<file path="config.mk">
export PLATFORM = sky130hd
export DESIGN_NAME = mem_arbiter
export DESIGN_NICKNAME = d
export VERILOG_FILES = /design/src/rtl/mem_arbiter_pkg.sv /design/src/rtl/mem_lane_align.sv /design/src/rtl/mem_arbiter.sv
export SDC_FILE = /design/constraint.sdc
export NUM_CORES = 1
export LEC_CHECK = 0
export BUFFER_PORTS_ARGS = -buffer_cell sky130_fd_sc_hd__buf_2
export CORE_ASPECT_RATIO = 0.7
export CORE_UTILIZATION = 53
export DETAILED_ROUTE_END_ITERATION = 8
export GPL_TIMING_DRIVEN = 0
export PLACE_DENSITY = 0.87
export SLEW_MARGIN = 20
export SYNTH_ARGS = -nofsm -noshare
export SYNTH_HDL_FRONTEND = slang
export SYNTH_SLANG_ARGS = --single-unit
</file>
<file path="constraint.sdc">
create_clock -name clk -period 8.6 [get_ports clk]
set_input_delay 0.43 -clock clk [delete_from_list [all_inputs] [get_ports clk]]
set_output_delay 0.43 -clock clk [all_outputs]
set_load 0.02 [all_outputs]
</file>
<file path="src/rtl/mem_arbiter_pkg.sv">
// Shared definitions for the fetch / load-store memory arbiter:
// FSM state encoding, funct3 size codes and size-decoding helpers.
package mem_arbiter_pkg;

   localparam logic [1:0] ST_IDLE    = 2'd0;
   localparam logic [1:0] ST_BUSY_IF = 2'd1;
   localparam logic [1:0] ST_BUSY_LS = 2'd2;
   localparam logic [1:0] ST_ERR     = 2'd3;

   localparam logic [2:0] SZ_B  = 3'b000;
   localparam logic [2:0] SZ_H  = 3'b001;
   localparam logic [2:0] SZ_W  = 3'b010;
   localparam logic [2:0] SZ_BU = 3'b100;
   localparam logic [2:0] SZ_HU = 3'b101;

   // Any code outside B/H/BU/HU behaves as a full word access.
   function automatic logic [2:0] norm_ctrl(input logic [2:0] ctrl);
      logic [2:0] res;
      case (ctrl)
         SZ_B, SZ_H, SZ_BU, SZ_HU: res = ctrl;
         default:                  res = SZ_W;
      endcase
      return res;
   endfunction

   function automatic logic is_misaligned(input logic [2:0] ctrl, input logic [1:0] offset);
      logic res;
      case (norm_ctrl(ctrl))
         SZ_H, SZ_HU: res = offset[0];
         SZ_W:        res = |offset;
         default:     res = 1'b0;
      endcase
      return res;
   endfunction

endpackage

</file>
<file path="src/rtl/mem_lane_align.sv">
// Byte-lane steering: store byte enables / lane replication and
// load lane extraction with sign or zero extension.
module mem_lane_align
   import mem_arbiter_pkg::*;
(
   input  logic [2:0]  ctrl,
   input  logic [1:0]  offset,
   input  logic        we,
   input  logic [31:0] wdata_raw,
   input  logic [31:0] rdata_raw,
   output logic [3:0]  be,
   output logic [31:0] wdata_lane,
   output logic [31:0] rdata_ext
);

   logic [2:0]  size_c;
   logic [31:0] shifted;
   logic [3:0]  be_st;

   always_comb begin
      size_c     = norm_ctrl(ctrl);
      shifted    = rdata_raw >> {offset, 3'b000};
      be_st      = 4'b1111;
      wdata_lane = wdata_raw;
      rdata_ext  = rdata_raw;
      case (size_c)
         SZ_B: begin
            be_st      = 4'b0001 << offset;
            wdata_lane = {4{wdata_raw[7:0]}};
            rdata_ext  = {{24{shifted[7]}}, shifted[7:0]};
         end
         SZ_BU: begin
            be_st      = 4'b0001 << offset;
            wdata_lane = {4{wdata_raw[7:0]}};
            rdata_ext  = {24'h000000, shifted[7:0]};
         end
         SZ_H: begin
            be_st      = 4'b0011 << offset;
            wdata_lane = {2{wdata_raw[15:0]}};
            rdata_ext  = {{16{shifted[15]}}, shifted[15:0]};
         end
         SZ_HU: begin
            be_st      = 4'b0011 << offset;
            wdata_lane = {2{wdata_raw[15:0]}};
            rdata_ext  = {16'h0000, shifted[15:0]};
         end
         default: begin
            be_st      = 4'b1111;
            wdata_lane = wdata_raw;
            rdata_ext  = rdata_raw;
         end
      endcase
      be = we ? be_st : 4'b1111;
   end

endmodule

</file>
<file path="src/rtl/mem_arbiter.sv">
// Single-outstanding memory arbiter between instruction fetch and
// load/store, with load/store priority and a fetch anti-starvation limit.
module mem_arbiter
   import mem_arbiter_pkg::*;
#(
   parameter int unsigned STARVE_LIMIT = 4
)
(
   input  logic        clk,
   input  logic        rst,
   input  logic        if_req,
   input  logic [31:0] if_addr,
   output logic        if_gnt,
   output logic        if_valid,
   input  logic        ls_req,
   input  logic        ls_we,
   input  logic [2:0]  ls_ctrl,
   input  logic [31:0] ls_addr,
   input  logic [31:0] ls_wdata,
   output logic        ls_gnt,
   output logic        ls_valid,
   output logic        ls_misalign,
   output logic [31:0] rsp_rdata,
   output logic        mem_en,
   output logic        mem_we,
   output logic [31:0] mem_addr,
   output logic [31:0] mem_wdata,
   output logic [3:0]  mem_be,
   input  logic [31:0] mem_rdata,
   input  logic        mem_ready
);

   localparam int unsigned SW = (STARVE_LIMIT < 1) ? 1 : $clog2(STARVE_LIMIT + 1);
   localparam logic [SW-1:0] LIMIT_C = SW'(STARVE_LIMIT);

   logic [1:0]    state_q, state_d;
   logic [SW-1:0] starve_q, starve_d;
   logic [29:0]   addr_q, addr_d;
   logic          we_q, we_d;
   logic [2:0]    ctrl_q, ctrl_d;
   logic [1:0]    off_q, off_d;
   logic [31:0]   wdata_q, wdata_d;
   logic          if_valid_q, if_valid_d;
   logic          ls_valid_q, ls_valid_d;
   logic          misalign_q, misalign_d;
   logic [31:0]   rdata_q, rdata_d;

   logic          fetch_win;
   logic          busy;
   logic [3:0]    lane_be;
   logic [31:0]   lane_wdata;
   logic [31:0]   lane_rdata;
   logic          unused_addr_bits;

   mem_lane_align u_lane (
      .ctrl       (ctrl_q),
      .offset     (off_q),
      .we         (we_q),
      .wdata_raw  (wdata_q),
      .rdata_raw  (mem_rdata),
      .be         (lane_be),
      .wdata_lane (lane_wdata),
      .rdata_ext  (lane_rdata)
   );

   // Grants are combinational from IDLE and forced low while reset is held.
   always_comb begin
      unused_addr_bits = ^if_addr[1:0];
      fetch_win = if_req && (!ls_req || (starve_q == LIMIT_C));
      if_gnt    = (state_q == ST_IDLE) && !rst && fetch_win;
      ls_gnt    = (state_q == ST_IDLE) && !rst && ls_req && !fetch_win;
   end

   always_comb begin
      state_d    = state_q;
      starve_d   = starve_q;
      addr_d     = addr_q;
      we_d       = we_q;
      ctrl_d     = ctrl_q;
      off_d      = off_q;
      wdata_d    = wdata_q;
      if_valid_d = 1'b0;
      ls_valid_d = 1'b0;
      misalign_d = 1'b0;
      rdata_d    = rdata_q;
      case (state_q)
         ST_IDLE: begin
            if (if_req && !if_gnt && (starve_q != LIMIT_C)) begin
               starve_d = starve_q + SW'(1);
            end
            if (if_gnt) begin
               starve_d = '0;
               state_d  = ST_BUSY_IF;
               addr_d   = if_addr[31:2];
               we_d     = 1'b0;
               ctrl_d   = SZ_W;
               off_d    = 2'b00;
               wdata_d  = '0;
            end else if (ls_gnt) begin
               addr_d  = ls_addr[31:2];
               we_d    = ls_we;
               ctrl_d  = norm_ctrl(ls_ctrl);
               off_d   = ls_addr[1:0];
               wdata_d = ls_wdata;
               // Misaligned accesses report in the ERR cycle itself.
               if (is_misaligned(ls_ctrl, ls_addr[1:0])) begin
                  state_d    = ST_ERR;
                  ls_valid_d = 1'b1;
                  misalign_d = 1'b1;
                  rdata_d    = '0;
               end else begin
                  state_d = ST_BUSY_LS;
               end
            end
         end
         ST_BUSY_IF: begin
            if (mem_ready) begin
               state_d    = ST_IDLE;
               if_valid_d = 1'b1;
               rdata_d    = mem_rdata;
            end
         end
         ST_BUSY_LS: begin
            if (mem_ready) begin
               state_d    = ST_IDLE;
               ls_valid_d = 1'b1;
               rdata_d    = we_q ? '0 : lane_rdata;
            end
         end
         default: begin
            state_d = ST_IDLE;
         end
      endcase
   end

   always_ff @(posedge clk or posedge rst) begin
      if (rst) begin
         state_q    <= ST_IDLE;
         starve_q   <= '0;
         addr_q     <= '0;
         we_q       <= 1'b0;
         ctrl_q     <= SZ_W;
         off_q      <= 2'b00;
         wdata_q    <= '0;
         if_valid_q <= 1'b0;
         ls_valid_q <= 1'b0;
         misalign_q <= 1'b0;
         rdata_q    <= '0;
      end else begin
         state_q    <= state_d;
         starve_q   <= starve_d;
         addr_q     <= addr_d;
         we_q       <= we_d;
         ctrl_q     <= ctrl_d;
         off_q      <= off_d;
         wdata_q    <= wdata_d;
         if_valid_q <= if_valid_d;
         ls_valid_q <= ls_valid_d;
         misalign_q <= misalign_d;
         rdata_q    <= rdata_d;
      end
   end

   always_comb begin
      busy        = (state_q == ST_BUSY_IF) || (state_q == ST_BUSY_LS);
      mem_en      = busy;
      mem_we      = (state_q == ST_BUSY_LS) && we_q;
      mem_addr    = busy ? {addr_q, 2'b00} : '0;
      mem_be      = busy ? lane_be : '0;
      mem_wdata   = ((state_q == ST_BUSY_LS) && we_q) ? lane_wdata : '0;
      if_valid    = if_valid_q;
      ls_valid    = ls_valid_q;
      ls_misalign = misalign_q;
      rsp_rdata   = rdata_q;
   end

endmodule

</file>
==> run metrics, run 1 <==
total track usage=0.324; reg2reg end=rsp_rdata[1]; fin nets=1050; power consumption=2.99 mW; Final min period=3.09 ns; CTS resizes=0; Storage cell area=2700 µm²; synth unique cells=52; 1st-iter DRT viols=614; Worst-Skew Late Latency=0.35 ns; DP HPWL=13.9 mm; Crit Reg-Reg Startpoint=state_q[0]; first-pass GRT wire length=28.8 mm; H-Tree Depth=3; Worst VDD drop=0.000202 V; largest net degree at the start of global routing=59; RSZ-0062 raised after global routing=false; Critical Path AT=2.66 ns; CP Launch Type=flop; routability congestion estimate=0.930; Post-CTS Hold Buffers=0; total negative slack=0 ns; max-cap viol count=0; #FFs+latches synth=108; Most Frequent Cell on Critical Path=clkbuf_1; initial antenna violation count=0; internal reg-to-reg setup slack=5.91 ns; vias=6161; Pwr per Cell Area=392 nW/µm²; Die W=128 µm; CP top delay family=buffers and inverters; Worst EP required=8.17 ns; EDFF count, synth=0; Crit path largest cell delay=0.56 ns; share of cells above drive strength 1=0.311; maximum clock path buffer count=2; CP max FO=10; Syn Area/Cell=9.00 µm²; Tcrit/Tclk final=0.359; Die Area=11600 µm²; drt first pass iters=6; critical path's slowest cell=dfstp_2; crit end category=output port; setup repair bufs after CTS=0; kind of critical path=reg -> out; Crit. path cell count=6; final hold vios=0; Diodes inserted=0; R2R cell count=9; Syn-to-layout area delta=29.3%; CP Buf/Inv Count=4; Leak Pwr=3.91 nW; Setup-failing EPs final=0; # clock sinks=108; Worst Hold Class=in -> async; Synth Flop Type=dfrtp_1; Avg Vias per Cell=5.81; Starting Density=0.557; vias in the first global route=5469; routed len/inst=17.7 µm; ANT nets after route=0; Multi-input gate area=2860 µm²; max_slew headroom=0.397; Worst-Margin Slew=0.898 ns; Worst-path clk slew=0.07 ns; CTS tree=done; Root Driver=clkbuf_16; Filler cells=841; post-synthesis sequential area ratio=0.459; Max Clock Skew=0.0107 ns; crit path cell chain=clkbuf_1 -> clkbuf_1 -> clkbuf_1 -> mux2i_1 -> nor2_1 -> buf_2; Syn Inst Count=655; Core Region=10600 µm²; status=complete, no violations; std cell rows=31; Ys Warns=0; Post-synth ARST share=1.00; DRC violations left=0; WL final=18.7 mm; Slew Limit Fails=0; I/O pin total=244; fmax=0.324 GHz; number of CTS-inserted buffers=9; number of port buffers=239; GR Overflow Total=0; chip height=90.2 µm; area of the mapped netlist=5890 µm²
power by group:
group	switching, mW	internal (mW)
logic	1.04	0.618
clock network	0.191	0.236
registers	0.160	0.744
total	1.39	1.60
flip-flops by register name, summed over array words and instances (netlist names), 2 cells and up:
signal and flops:
addr_q 30, ctrl_q 3, rsp_rdata 32, wdata_q 32, state_q 2, starve_q 3
off_q 2
metal layers:
metal	vias up	wire, µm	track usage	part of all wire
met5	-	0	0	0
met4	0	541	0.0951	0.029
met3	50	1590	0.0738	0.085
met2	326	8630	0.499	0.46
met1	2956	7960	0.456	0.43
li1	2829	-	-	-
logic make-up after synthesis:
logic type	Yosys count	synth area share
DFF	108	0.459
adders and majority gates	6	0.0127
buffers and inverters	76	0.0558
and+or+nand+nor	232	0.178
xor gates and xnor gates	1	0.00149
muxes	26	0.0446
other	1	0.000636
AOI/OAI and AO/OA	205	0.248
how the worst max path moves through the flow:
stage	from	endpoint
floorplan	rst	addr_q[0]
global placement	rst	addr_q[1]
detailed placement	ctrl_q[1]	mem_wdata[17]
CTS	ctrl_q[1]	mem_wdata[18]
global route	ctrl_q[1]	mem_wdata[28]
finish	ctrl_q[1]	mem_wdata[18]
worst reg2reg max path, delay by kind of cell (launching register included):
kind / cells / cell delay (ns)
DFF: 1 / 0.42
buffers and inverters: 3 / 0.74
AOI/OAI and AO/OA: 3 / 0.82
and+or+nand+nor: 2 / 0.25
adders and majority gates: 1 / 0.34
synth_stat cells (all sizes together), types with 5 or more instances:
library cell	number	area [µm²]
a211oi	16	120
a21oi	42	210
a221oi	6	52.6
a22o	51	447
a22oi	9	67.6
a31oi	18	113
and2	35	219
and3	8	50.1
buf	21	121
clkbuf	37	140
dfrtp	107	2680
ha	6	75.1
inv	16	60.1
mux2i	24	240
nand2	64	240
nand2b	6	37.5
nand3	5	25.0
nor2	96	363
nor2b	11	68.8
o21ai	18	90.1
o22ai	14	87.6
o2bb2ai	6	52.6
o31ai	5	37.5
or2	5	31.3
placed cells by master (no fill, tap or decap), types with 7 or more instances in the layout:
cell type / n
buf_2: 246
dfrtp_1: 107
nor2_1: 95
nand2_1: 64
a22o_1: 51
a21oi_1: 42
clkbuf_1: 36
and2_1: 35
mux2i_1: 24
o21ai_0: 18
a31oi_1: 18
a211oi_1: 16
inv_1: 14
o22ai_1: 14
nor2b_1: 11
a22oi_1: 9
clkbuf_16: 9
and3_1: 8
buf_1: 7
cell type report:
type | count | share of cell area
plain buffers | 58 | 0.0343
clock buffers | 10 | 0.0314
clock inverters | 6 | 0.00903
inverters | 18 | 0.00953
multi-input cells | 472 | 0.376
flip-flops and latches | 108 | 0.355
well taps | 148 | 0.0243
repair buffers | 240 | 0.161
per-stage QoR:
step                setup slack, ns  hold WS, ns   util  area [µm²]  std cells
global route                   5.30        0.163  0.719        7620       1060
detailed placement             5.91        0.477  0.690        7310       1044
finish                         5.51        0.140  0.719        7620       1060
floorplan                      5.18        0.458      -        5900        656
CTS                            5.52        0.153  0.719        7620       1060
global placement               4.03        0.465  0.687        7280       1043
(Power assumes the default switching activity.)
==> run 2, diff against run 1 <==
Settings changed: CORE_UTILIZATION 53 to 49, PLACE_DENSITY 0.87 to 0.81.
Clock period 8.6 ns to 3.1 ns, I/O delays scaled along.
==> run 2 against run 1 <==
Final cell count is 1.2% higher. Global-route usage down 1.8 points. First-iteration DRC count down 12%. Sequential cell count unchanged. Combinational power grew to 2.8 times the previous value. Clock-buffer cell count is the same. Routed wire length decreased by 0.39%. Via count decreased by 2.4%. Clock skew fell by 0.0023 ns. Largest power group unchanged. Highest routed layer unchanged.
==> run metrics, run 2 (synthesis results as in run 1) <==
Placed Area=7350 µm² (+0.58%); Worst-path clk slew=0.08 ns (about the same); Int Power=4.34 mW (+170%); setup repair bufs after CTS=0 (unchanged); most common cell after layout, fill and taps aside=buf_2; Logic pwr share=0.559 (+0.004); I/O pin total=244 (unchanged); DRC violations left=0 (unchanged); internal reg-to-reg setup slack=0.39 ns (-5.52 ns); Final min period=2.84 ns; drt first pass iters=5 (-1); Crit Reg-Reg Startpoint=state_q[0]; fin nets=1053 (+0.29%); ANT nets after route=0 (unchanged); Tcrit/Tclk final=0.916; chip height=93.8 µm (+3.9%); Die Area=12500 µm² (+8.0%); Switching Fraction=0.469 (+0.00367); status=complete, no violations; GR Overflow Total=0 (unchanged); first-pass GRT wire length=29.2 mm (+1.5%); max-cap viol count=0 (unchanged); total negative slack=0 ns (unchanged); Post-Place Setup Slack=0.498 ns (-5.41 ns); Leak Pwr=3.91 nW (about the same); number of CTS-inserted buffers=9 (unchanged); max_slew headroom=0.431 (+0.0344); vias=6016 (-2.4%); critical path's slowest cell=dfstp_2; RSZ-0062 raised after global routing=false; initial antenna violation count=0 (unchanged); Crit path largest cell delay=0.56 ns (about the same); Worst-Margin Slew=0.846 ns (-0.0512 ns); Max Clock Skew=0.00838 ns (-0.00229 ns); routability congestion estimate=0.949 (+2.0%); Pwr per Cell Area=1070 nW/µm² (+170%); DP HPWL=14.2 mm (+2.5%); register share of total power=0.305 (+0.002); Root Driver=clkbuf_16; WL final=18.7 mm (-0.39%); critical path startpoint=ctrl_q[1]; maximum clock path buffer count=2 (unchanged); Avg Vias per Cell=5.61 (-3.5%); Die W=133 µm (+3.9%); vias in the first global route=5594 (+2.3%); hold path startpoint=ls_wdata[16]; final non-filler cell area=7650 µm² (+0.41%); Worst Hold Class=in -> reg; std cell rows=33 (+6.5%); Starting Density=0.503 (-0.0540); most frequent cells in the layout=buf_2, dfrtp_1, nor2_1; number of port buffers=239 (unchanged); routed len/inst=17.4 µm (-1.6%); CTS tree=done; crit end category=output port; Final Core Density=0.652 (-0.0671); largest net degree at the start of global routing=35 (-41%); share of cells above drive strength 1=0.311 (about the same); Worst EP required=2.94 ns (-5.23 ns); Worst-Skew Late Latency=0.35 ns (about the same); Worst VDD drop=0.000532 V (+160%); # clock sinks=108 (unchanged); final hold vios=0 (unchanged); net load switching power=3.84 mW (+180%); CP max FO=10 (unchanged); kind of critical path=reg -> out; 1st-iter DRT viols=538 (-12%); Most Frequent Cell on Critical Path=clkbuf_1; crit path cell chain=clkbuf_1 -> clkbuf_1 -> clkbuf_1 -> nor2_1 -> a21oi_1 -> nor2_1 -> buf_2; Setup-failing EPs final=0 (unchanged); Syn-to-layout area delta=29.8%; Slew Limit Fails=0 (unchanged); Final WS setup=0.260 ns (-5.25 ns); Core Region=11700 µm² (+11%); Clock power frac=0.136 (-0.007); H-Tree Depth=3 (unchanged); power consumption=8.18 mW (+170%); total track usage=0.306 (-0.0179); Critical Path AT=2.68 ns (+0.02 ns); CP Launch Type=flop; fmax=0.352 GHz
-- run 2: changes by cell type in the layout (fill, tap and decap cells not counted), sizes merged --
cell         before  now
clkinvlp          1    3
buf             261  263
inv              18   19
dlygate4sd3       0    1
bufinv            1    0
clkinv            4    2
diode             0    1
-- run 2: final cells by class --
cell class | instances | area, µm²
Clock inverter | 6 | 55.1
Tap cell | 157 | 196
Sequential cell | 108 | 2700
Multi-Input combinational cell | 472 | 2860
Clock buffer | 10 | 229
Antenna cell | 1 | 2.50
Buffer | 58 | 262
Timing Repair Buffer | 243 | 1270
Fill cell | 1019 | 4080
Inverter | 18 | 71.3
-- run 2: layer usage --
layer  vias to the layer above  GRT usage  routed length [µm]
li1                       2839          -                   -
met1                      2826      0.435                8230
met3                        23     0.0642                1690
met2                       328      0.474                8440
met4                         0     0.0814                 289
met5                         -          0                   0
-- run 2: critical path, delay by kind of cell, from the launching register on --
| family | cells | cell delay (ns) |
|---|---|---|
| AND/OR/NAND/NOR | 2 | 0.21 |
| AO/OA/AOI/OAI | 1 | 0.15 |
| buffers and inverters | 4 | 1.42 |
| flip-flops | 1 | 0.56 |
-- run 2: repair_timing --
item                                   in CTS  in global routing
endpoints found under the hold margin      20                  0
setup endpoints to repair                   0                  0
hold buffers                                1                  0
gates resized for setup                     0                  0
-- run 2: worst paths after layout --
| path | to | cells after the start |
|---|---|---|
| setup / recovery | mem_wdata[29] | 7 |
| setup reg to reg | rsp_rdata[3] | 9 |
| hold / removal | wdata_q[16] | 2 |
| hold reg to reg | rsp_rdata[13] | 2 |
| min in group asynchronous | addr_q[28] | 3 |
| max in group asynchronous | ctrl_q[1] | 5 |
-- run 2: through the flow --
step | hold slack [ns] | std cells
2_1_floorplan | 0.269 | 656
3_3_place_gp | 0.359 | 1052
3_5_place_dp | 0.226 | 1055
4_1_cts | 0.0177 | 1072
5_1_grt | 0.0112 | 1072
6_report | 0.0199 | 1073
-- run 2: power by group through the flow --
stage	Combinational [mW]	Clock (mW)	Sequential (mW)
floorplan	2.99	0	2.61
global placement	4.46	0	2.48
detailed placement	4.53	0	2.50
CTS	4.56	1.13	2.48
global route	5.00	1.19	2.58
finish	4.57	1.11	2.50
==> run 3, diff against run 2 <==
Settings changed: CORE_MARGIN set to 2, PLACE_DENSITY 0.81 to 0.86.
==> run 3 against run 2 <==
Critical path type unchanged. Maximum frequency down 1.6%. Clock power is essentially flat. Largest power group unchanged. Combinational power barely moved. Global-route usage shrank 1.9 points. Sequential share of layout area about the same.
==> run metrics, run 3 (synthesis results as in run 1) <==
Starting Density=0.503 (unchanged); Final WS setup=0.215 ns (-0.0450 ns); Most Frequent Cell on Critical Path=clkbuf_1; total track usage=0.287 (-0.0191); Placed Area=7350 µm² (unchanged); Pwr per Cell Area=1070 nW/µm² (+0.26%); Worst VDD drop=0.000524 V (-1.4%); Syn-to-layout area delta=30.0%; GR Overflow Total=0 (unchanged); largest net degree at the start of global routing=36 (+2.9%); Worst-Margin Slew=0.874 ns (+0.0280 ns); Tcrit/Tclk final=0.930 (+0.0145); Die Area=12900 µm² (+3.7%); max_slew headroom=0.412 (-0.0188); status=complete, no violations; fmax=0.347 GHz (-1.6%); number of CTS-inserted buffers=9 (unchanged); critical path's slowest cell=dfstp_2; Slew Limit Fails=0 (unchanged); final non-filler cell area=7660 µm² (+0.11%); Worst Hold Class=in -> reg; Post-Place Setup Slack=0.487 ns (-0.0107 ns); routed len/inst=17.4 µm (about the same); Max Clock Skew=0.0128 ns (+0.00439 ns); CP max FO=10 (unchanged); most frequent cells in the layout=buf_2, dfrtp_1, nor2_1; Worst EP required=2.94 ns (about the same); Root Driver=clkbuf_16; CTS tree=done; I/O pin total=244 (unchanged); fin nets=1053 (unchanged); WL final=18.6 mm (-0.19%); crit end category=output port; Core Region=11700 µm² (unchanged); final hold vios=0 (unchanged); first-pass GRT wire length=28.5 mm (-2.5%); Crit Reg-Reg Startpoint=state_q[0]; CP Buf/Inv Count=4 (unchanged); initial antenna violation count=0 (unchanged); share of cells above drive strength 1=0.313 (+0.00109); Crit path largest cell delay=0.56 ns (about the same); H-Tree Depth=3 (unchanged); Die W=135 µm (+1.5%); Avg Vias per Cell=5.71 (+1.9%); Filler cells=1011 (-0.79%); vias in the first global route=5602 (+0.14%); DRC violations left=0 (unchanged); std cell rows=33 (unchanged); drt first pass iters=5 (unchanged); # clock sinks=108 (unchanged); crit path cell chain=clkbuf_1 -> clkbuf_1 -> clkbuf_1 -> mux2i_1 -> nor2_1 -> buf_2; Diodes inserted=0 (-1); Critical Path AT=2.73 ns (+0.05 ns); most common cell after layout, fill and taps aside=buf_2; critical path startpoint=ctrl_q[1]; ANT nets after route=0 (unchanged); CTS resizes=0 (unchanged); CP Launch Type=flop; Worst-Skew Late Latency=0.35 ns (about the same); vias=6126 (+1.8%); 1st-iter DRT viols=570 (+5.9%); routability congestion estimate=0.982 (+3.4%); max-cap viol count=0 (unchanged); Final min period=2.88 ns (+0.0450 ns); kind of critical path=reg -> out; chip height=95.8 µm (+2.1%); Leak Pwr=3.93 nW (+0.38%); CP top delay family=buffers and inverters; hold path startpoint=if_addr[2]; maximum clock path buffer count=2 (unchanged); DP HPWL=14.5 mm (+1.8%); number of port buffers=239 (unchanged); Setup-failing EPs final=0 (unchanged); Worst-path clk slew=0.08 ns (about the same); RSZ-0062 raised after global routing=false; internal reg-to-reg setup slack=0.46 ns (+0.07 ns)
-- run 3: changes by cell type in the layout (fill, tap and decap cells not counted) --
| cell | previous run | this run |
|---|---|---|
| diode_2 | 1 | 0 |
| clkbuf_1 | 37 | 36 |
| inv_8 | 2 | 1 |
| clkbuf_8 | 0 | 2 |
| clkinv_2 | 0 | 1 |
| clkinv_4 | 0 | 1 |
| clkinvlp_4 | 3 | 1 |
-- run 3: worst paths after layout --
kind | end | depth (start not counted)
min in group asynchronous | wdata_q[21] | 3
worst min-delay path | addr_q[0] | 3
max in group asynchronous | addr_q[9] | 5
worst max register to register | wdata_q[13] | 8
worst min register to register | addr_q[15] | 2
worst max-delay path | mem_wdata[17] | 6
-- run 3: layout make-up --
cell class / count / area (µm²) / share of cell area
Multi-Input combinational cell: 472 / 2860 / 0.374
Sequential cell: 108 / 2700 / 0.353
Timing Repair Buffer: 243 / 1270 / 0.165
Buffer: 58 / 262 / 0.0341
Clock buffer: 11 / 253 / 0.0330
Tap cell: 157 / 196 / 0.0256
Inverter: 18 / 71.3 / 0.00931
Clock inverter: 5 / 42.5 / 0.00555
-- run 3: layer usage --
layer	wire length, µm	vias to the layer above	track usage
met5	0	-	0
met4	567	0	0.109
met3	1790	64	0.0569
met2	8460	370	0.453
met1	7800	2851	0.396
li1	-	2841	-
-- run 3: where the power goes --
| group | internal, mW | switching, mW | leakage, nW |
|---|---|---|---|
| clock | 0.601 | 0.535 | 0.148 |
| combinational | 1.72 | 2.85 | 2.42 |
| sequential | 2.06 | 0.442 | 1.36 |
| total | 4.38 | 3.83 | 3.93 |
-- run 3: timing repair --
item | 4_1_cts | 5_1_grt
hold buffers | 1 | 0
hold endpoints to repair | 21 | 0
buffers inserted | 0 | 0
-- run 3: worst reg2reg max path: cells and delay by family, from the launching register on --
kind | cells | cell delay, ns
simple gates | 3 | 0.90
buf+inv | 3 | 0.72
flops | 1 | 0.42
fa+ha+maj | 1 | 0.32
compound gates | 1 | 0.22
-- run 3: stage by stage --
step	hold WS, ns	total power, mW	utilization	std cells	TNS [ns]
after floorplan	0.269	5.59	-	656	0
after global placement	0.364	6.91	0.622	1052	-0.0158
after detailed placement	0.248	7.04	0.627	1055	0
after CTS	0.0109	8.19	0.653	1072	0
after global routing	0.0275	8.77	0.653	1072	0
final	0.0147	8.21	0.653	1072	0
